File: src/rtl/sig_ctrl.sv
`default_nettype none
// ============================================================================
// Module   : sig_ctrl
// Brief    : Three-key EDIT/RUN controller for a waveform generator. Keys are
//            synchronized, conditioned and edge-detected into press pulses that
//            edit shadow registers; outputs load from the shadows on EDIT->RUN.
//            Optional debouncer: define SIG_CTRL_DEBOUNCE_EN.
// Revision : 1.0 - initial release
// ============================================================================
module sig_ctrl #(
    parameter int CLK_HZ = 50000000,
    parameter int DEB_MS = 20
) (
    input  logic       clk,
    input  logic       rst_n,
    input  logic       key_mode,
    input  logic       key_inc,
    input  logic       key_ok,
    output logic [1:0] cnt_sig,
    output logic [1:0] cnt_amp,
    output logic [1:0] cnt_fre,
    output logic [1:0] cnt_phase,
    output logic       confirm,
    output logic [1:0] sel,
    output logic       run
);

    localparam int NKEY = 3;

    // Field order inside the packed parameter sets: [0] sig, [1] amp, [2] fre, [3] phase
    localparam logic [3:0][1:0] PAR_RST = {2'd0, 2'd0, 2'd1, 2'd0};

    generate
        if (CLK_HZ < 1000 || DEB_MS < 1) begin : g_cfg_err
            $error("sig_ctrl: CLK_HZ must be >= 1000 and DEB_MS >= 1");
        end
    endgenerate

    logic [NKEY-1:0] keys_raw;
    logic [NKEY-1:0] key_pulse;

    assign keys_raw = {key_ok, key_mode, key_inc};

    generate
        for (genvar i = 0; i < NKEY; i++) begin : g_key
            logic sync1, sync2, deb, deb_d;

            always_ff @(posedge clk or negedge rst_n) begin
                if (!rst_n) begin
                    sync1 <= 1'b1;
                    sync2 <= 1'b1;
                end else begin
                    sync1 <= keys_raw[i];
                    sync2 <= sync1;
                end
            end

`ifdef SIG_CTRL_DEBOUNCE_EN
            localparam int DEB_CNT = CLK_HZ / 1000 * DEB_MS;
            localparam int CW      = (DEB_CNT < 2) ? 1 : $clog2(DEB_CNT + 1);
            logic [CW-1:0] cnt;

            // Accept the new level one edge after DEB_CNT differing samples, which
            // keeps the latency exactly DEB_CNT beyond the plain one-stage path.
            always_ff @(posedge clk or negedge rst_n) begin
                if (!rst_n) begin
                    cnt <= '0;
                    deb <= 1'b1;
                end else if (sync2 == deb) begin
                    cnt <= '0;
                end else if (cnt == CW'(DEB_CNT)) begin
                    cnt <= '0;
                    deb <= sync2;
                end else begin
                    cnt <= cnt + 1'b1;
                end
            end
`else
            always_ff @(posedge clk or negedge rst_n) begin
                if (!rst_n) deb <= 1'b1;
                else        deb <= sync2;
            end
`endif

            always_ff @(posedge clk or negedge rst_n) begin
                if (!rst_n) deb_d <= 1'b1;
                else        deb_d <= deb;
            end

            assign key_pulse[i] = deb_d & ~deb;
        end
    endgenerate

    typedef enum logic {EDIT = 1'b0, RUN = 1'b1} state_t;

    state_t          state, state_nx;
    logic [1:0]      sel_q, sel_nx;
    logic [3:0][1:0] sh, sh_nx;
    logic [3:0][1:0] par, par_nx;

    logic inc_p, mode_p, ok_p;
    assign inc_p  = key_pulse[0];
    assign mode_p = key_pulse[1];
    assign ok_p   = key_pulse[2];

    always_ff @(posedge clk or negedge rst_n) begin
        if (!rst_n) begin
            state <= EDIT;
            sel_q <= 2'd0;
            sh    <= PAR_RST;
            par   <= PAR_RST;
        end else begin
            state <= state_nx;
            sel_q <= sel_nx;
            sh    <= sh_nx;
            par   <= par_nx;
        end
    end

    // Priority ok > mode > inc; only EDIT accepts mode/inc.
    always_comb begin
        state_nx = state;
        sel_nx   = sel_q;
        sh_nx    = sh;
        par_nx   = par;
        case (state)
            EDIT: begin
                if (ok_p) begin
                    par_nx   = sh;
                    state_nx = RUN;
                end else if (mode_p) begin
                    sel_nx = sel_q + 2'd1;
                end else if (inc_p) begin
                    sh_nx[sel_q] = sh[sel_q] + 2'd1;
                end
            end
            RUN: begin
                if (ok_p) state_nx = EDIT;
            end
            default: state_nx = EDIT;
        endcase
    end

    assign cnt_sig   = par[0];
    assign cnt_amp   = par[1];
    assign cnt_fre   = par[2];
    assign cnt_phase = par[3];
    assign sel       = sel_q;
    assign confirm   = (state == RUN);
    assign run       = (state == RUN);

endmodule
`default_nettype wire

File: config.mk
export PLATFORM = sky130hd
export DESIGN_NAME = sig_ctrl
export DESIGN_NICKNAME = d
export VERILOG_FILES = /design/src/rtl/sig_ctrl.sv
export SDC_FILE = /design/constraint.sdc
export NUM_CORES = 1
export LEC_CHECK = 0
export ABC_AREA = 1
export CAP_MARGIN = 20
export CORE_MARGIN = 2
export CORE_UTILIZATION = 54
export DETAILED_ROUTE_END_ITERATION = 16
export DONT_BUFFER_PORTS = 1
export PLACE_DENSITY = 0.76
export SLEW_MARGIN = 0
export SYNTH_ARGS = -nofsm -noshare
export SYNTH_HDL_FRONTEND = slang
export SYNTH_SLANG_ARGS = --single-unit
File: constraint.sdc
create_clock -name clk -period 1.3 [get_ports clk]
set_input_delay 0.39 -clock clk [delete_from_list [all_inputs] [get_ports clk]]
set_output_delay 0.39 -clock clk [all_outputs]
set_load 0.05 [all_outputs]
==> flow_summary.ini, run 1 <==
[synthesis]
synth_xor_area_share_pct = 0.6667
syn_area_per_cell_sq_um = 10.43
synth-compound-area-share_pct = 2.667
synth.distinct_cells = 18
syn_inst = 126
netlist_area_sq_um = 1314
synth_fa_ha_area_share_pct = 5.714
synth_nets = 137
synthMuxAreaShare_pct = 5.143
synth_top_family_by_area = simple AND/OR/NAND/NOR gates
ys_ff_latch = 31
synth_simple_gate_area_share_pct = 21.05
yosysSeqAreaShare_pct = 60.38
ys_warn_count = 0

[setup_path]
worstSetupPathType = flop to output pin
slowest_stage = dfrtp_2
crit_path_end_kind = output pin
crit_path_start_kind = flop
worstPathArrival_ps = 1040
required_ps = 910
path_cells = buf_6, buf_8
path_delay_family = flip-flops
slowest_delay_ps = 430
cp.buffers_inverters = 2
worstPathMaxFanout = 2

[power]
ir_drop_mv = 1.805
switchingPower_mw = 2.437
leakage_nw = 0.8633
power.internal_mw = 2.807
clockPowerShare_pct = 15.2
seq_power_share_pct = 38.0
comb_power_share_pct = 46.9
p_sw_share_pct = 46.46
fin_total_pwr_mw = 5.244
p_per_area_nw_per_um2 = 2722

[run_status]
violations = setup timing
status = complete, but fails checks

[clocking]
clock_latency_ps = 350
h-tree-depth = 2
cts_tree = yes
root_buffer = clkbuf_4
clock-sinks = 31
clk_pin_slew_worst_paths_ps = 100
clk_path_buf_depth = 2
numCtsBuffers = 5

[layout]
syn2layout_area_growth_pct = 46.67
stdcell_count = 178
fillers = 102
utilization_pct = 85.46
fin_nets = 160
drive_gt1_share_pct = 71.33
final_common_cell = nand2_1
finalInstanceArea_sq_um = 1927
final_cell_mix = nand2_1 (20), nand2_2 (14), dfstp_2 (14)
antennaDiodeCount = 0

[timing]
min_period_ps = 1433
rsz0062_at_grt = true
fmax_ghz = 0.6977
relSlewSlack_pct = 80.08
whs_ps = 39.83
fin_crit_sh_pct = 110.3
tns_ps = -1008
worst_pin_slew_ps = 298.9
hold_violations = 0
skew_ps = 13.16
setup_slack_ps = -133.3
setup-violations-final = 19
drv_slew = 0

[min_path]
hold_path.class = input pin to flop

[detailed_routing]
drt-pass1-iter-count = 4
via_per_inst = 5.663
wirelength_um = 3356
routedWlPerCell_um = 18.85
ant_nets = 0
num_vias = 1008
post-route-drc-count = 0
first_iter_violations = 44

[global_route]
grt_first_pass_wirelength_um = 4519
antenna_found_initial = 0
grt_use_total_pct = 24.26
grt_max_degree = 32
grt_pass1_vias = 975
gr-total-overflow = 0

[placed_design]
placed_area_sq_um = 1420
routabilityCongestion = 0.7960
hpwlAfterDp_um = 1703
place_ws_ps = -85.48
place_inst = 162
portBuffers = 0

[die]
die_h_um = 53.33
start_util_pct = 58.27
core_region_area_sq_um = 2255
dieArea_sq_um = 2844
ios = 17
die_w_um = 53.33
num_rows = 17

[flow_run]
drv_cap = 0
-- state kept, by name, summed over array words and instances (netlist names) --
signal,cells
g_key.sync1,3
cnt_amp,2
cnt_phase,2
confirm,1
g_key.deb,3
g_key.deb_d,3
cnt_fre,2
sel,2
sh,8
cnt_sig,2
g_key.sync2,3
-- power by group through the flow --
stage | combinational [mW] | sequential (mW) | clock (mW)
floorplan | 0.917 | 2.08 | 0
detailed placement | 1.48 | 1.93 | 0
global route | 2.62 | 2.03 | 0.855
global placement | 1.42 | 1.91 | 0
finish | 2.46 | 1.99 | 0.795
CTS | 1.87 | 1.94 | 0.803
-- layer usage --
layer | global-route usage [%] | wire length [um] | part of all wire, % | up-vias
li1 | - | - | - | 445
met1 | 27.56 | 1328 | 40 | 504
met2 | 40.95 | 1709 | 51 | 49
met3 | 8.475 | 239 | 7.1 | 10
met4 | 10.26 | 78 | 2.3 | 0
met5 | 0 | 0 | 0 | -
-- repair_timing --
item | 4_1_cts | 5_1_grt
setup buffers | 4 | 2
endpoints found under the hold margin | 31 | 0
setup endpoints to repair | 28 | 24
gates resized for setup | 37 | 57
hold buffers | 2 | 0
pin swaps | 4 | 21
cloned | 0 | 0
-- cells by family after synthesis --
logic type | count (synthesis)
multiplexers | 6
AND/OR/NAND/NOR | 61
XOR/XNOR | 1
AO/OA/AOI/OAI | 7
flip-flops | 31
buffers and inverters | 14
adder cells (fa/ha/maj) | 6
-- final timing paths --
check | start | endpoint | slack, ps | depth (start not counted)
worst max-delay path | sel[0] | sel[0] | -130 | 2
min in group asynchronous | rst_n | confirm | 470 | 2
worst min register to register | g_key[1].sync2 | g_key[1].deb | 350 | 0
worst min-delay path | key_inc | g_key[0].sync1 | 40 | 0
max in group asynchronous | rst_n | g_key[0].sync1 | 580 | 2
worst max register to register | g_key[2].deb | cnt_phase[1] | -70 | 5
-- cell type report --
class | count | area [sq um] | area share (%)
multi-input cells | 81 | 726.9 | 37.73
clock inverters | 2 | 35.03 | 1.818
well taps | 28 | 35.03 | 1.818
inverters | 12 | 62.56 | 3.247
flip-flops and latches | 31 | 805.8 | 41.82
clock buffers | 6 | 51.30 | 2.662
repair buffers | 18 | 210.2 | 10.91
-- synth_stat cells (all sizes together) --
master / number / area [sq um]
o21ai: 4 / 20.02
nor3: 4 / 20.02
ha: 6 / 75.07
dfstp: 14 / 367.9
nor2: 5 / 18.77
inv: 12 / 45.04
nand3: 10 / 55.05
buf: 2 / 12.51
a21oi: 3 / 15.01
xor2: 1 / 8.760
nand2: 42 / 182.7
mux2: 6 / 67.56
dfrtp: 17 / 425.4
No activity file was read; power rests on OpenSTA's default activity.
==> run 2, diff against run 1 <==
--- a/config.mk
+++ b/config.mk
@@ -8,10 +8,10 @@
 export ABC_AREA = 1
 export CAP_MARGIN = 20
 export CORE_MARGIN = 2
-export CORE_UTILIZATION = 54
+export CORE_UTILIZATION = 65
 export DETAILED_ROUTE_END_ITERATION = 16
 export DONT_BUFFER_PORTS = 1
-export PLACE_DENSITY = 0.76
+export PLACE_DENSITY = 0.85
 export SLEW_MARGIN = 0
 export SYNTH_ARGS = -nofsm -noshare
 export SYNTH_HDL_FRONTEND = slang
==> constraint.sdc (replaced) <==
create_clock -name clk -period 1.9 [get_ports clk]
set_input_delay 0.57 -clock clk [delete_from_list [all_inputs] [get_ports clk]]
set_output_delay 0.57 -clock clk [all_outputs]
set_load 0.05 [all_outputs]
==> run 2 against run 1 <==
The flow now finishes without violations. Routed wire length down 35%. Via count down 14%. Combinational power is 63% lower. Clock-buffer cell count rose by 1. Largest power group is now registers. Clock power down 45%. Critical endpoint is now sel[1]. Setup slack improved by 320 ps. Non-clock buffer count shrank 13. Sequential share of layout area rose by 13 points. Register-to-register slack improved by 390 ps. Final area fell by 25%. Sequential power down 33%.
==> flow_summary.ini, run 2 (same netlist as run 1, synthesis figures left out) <==
[run_status]
status = finished clean

[timing]
setup_slack_ps = 189.0
min_period_ps = 1711
skew_ps = 8.640
tns_ps = 0
worst_pin_slew_ps = 765.4
rsz0062_at_grt = false
setup-violations-final = 0
relSlewSlack_pct = 48.81
hold_violations = 0
drv_slew = 0
fmax_ghz = 0.5845
fin_crit_sh_pct = 90.05

[setup_path]
required_ps = 1330
path_cells = buf_4
path_delay_family = flip-flops
worstPathArrival_ps = 1140
slowest_stage = dfrtp_1
crit_path_start_kind = flop
crit_path_end_kind = output pin
worstPathMaxFanout = 8
worstSetupPathType = flop to output pin
cp.buffers_inverters = 1
slowest_delay_ps = 550

[global_route]
grt_max_degree = 18
grt_first_pass_wirelength_um = 3857
grt_use_total_pct = 22.55
grt_pass1_vias = 872
antenna_found_initial = 0
gr-total-overflow = 0

[layout]
final_common_cell = nand2_1
antennaDiodeCount = 0
final_cell_mix = nand2_1 (36), dfrtp_1 (17), dfstp_2 (14)
drive_gt1_share_pct = 29.20
syn2layout_area_growth_pct = 10.19
fin_nets = 147
stdcell_count = 164
utilization_pct = 74.55
largest-register = sh
largest_reg_flops = 8

[power]
leakage_nw = 0.7131
ir_drop_mv = 1.244
p_per_area_nw_per_um2 = 1859

[detailed_routing]
first_iter_violations = 24
num_vias = 865
routedWlPerCell_um = 13.20
post-route-drc-count = 0
drt-pass1-iter-count = 4
via_per_inst = 5.274
wirelength_um = 2165
ant_nets = 0

[clocking]
h-tree-depth = 2
cts_resized = 0
clock_latency_ps = 330
cts_tree = yes
clk_pin_slew_worst_paths_ps = 100
clk_path_buf_depth = 2
root_buffer = clkbuf_4
clock-sinks = 31
numCtsBuffers = 5
post_cts_buffers = 0

[die]
die_w_um = 48.96
ios = 17
num_rows = 16
die_h_um = 48.96
core_region_area_sq_um = 1942
start_util_pct = 67.65
dieArea_sq_um = 2397

[flow_run]
drv_cap = 0

[placed_design]
place_ws_ps = 296.7
routabilityCongestion = 0.8678
portBuffers = 0
place_inst = 155
hpwlAfterDp_um = 1493

[min_path]
hold_path.class = input pin to async pin
-- run 2: final cells by class --
type | instances | area (sq um)
flip-flops and latches | 31 | 793.3
inverters | 12 | 45.04
clock buffers | 7 | 65.06
fillers | 146 | 494.2
well taps | 27 | 33.78
clock inverters | 1 | 7.507
multi-input cells | 81 | 462.9
repair buffers | 5 | 40.04
-- run 2: worst reg2reg max path, delay by kind of cell (launching register included) --
family,cells,cell delay (ps)
flops,1,520
buf+inv,1,70
mux,1,390
fa+ha+maj,1,390
simple gates,1,90
-- run 2: per-layer routing --
metal / vias to the layer above / share of wire, % / routed length (um) / global-route usage [%]
li1: 417 / - / - / -
met1: 409 / 44 / 959 / 28.06
met2: 30 / 46 / 998 / 33.79
met3: 9 / 6.7 / 145 / 9.816
met4: 0 / 2.8 / 61 / 10.95
met5: - / 0 / 0 / 0
-- run 2: path summary, 6_finish.rpt --
check	from	endpoint	slack [ps]	cells after the start
min reg2reg	g_key[2].sync2	g_key[2].deb	350	0
max in group asynchronous	rst_n	cnt_fre[1]	670	1
min	rst_n	g_key[1].deb_d	70	0
min in group clk	key_inc	g_key[0].sync1	240	0
max	sel[1]	sel[1]	190	1
max reg2reg	g_key[2].deb_d	cnt_amp[1]	320	4
-- run 2: report_power, final --
part | internal, mW | switching, mW
registers | 0.885 | 0.451
clock network | 0.216 | 0.218
logic | 0.320 | 0.602
total | 1.42 | 1.27
-- run 2: what timing repair did --
action	4_1_cts	5_1_grt
hold buffers	1	0
setup endpoints to repair	0	0
endpoints found under the hold margin	17	0
-- run 2: metrics by stage --
step                      hold WS [ps]  power [mW]  cell area [sq um]
final                            69.27       2.692               1448
after global placement           275.5       2.210               1365
after floorplan                  274.4       2.032               1314
after CTS                        52.67       2.698               1448
after global routing             34.05       2.858               1448
after detailed placement         275.4       2.246               1365
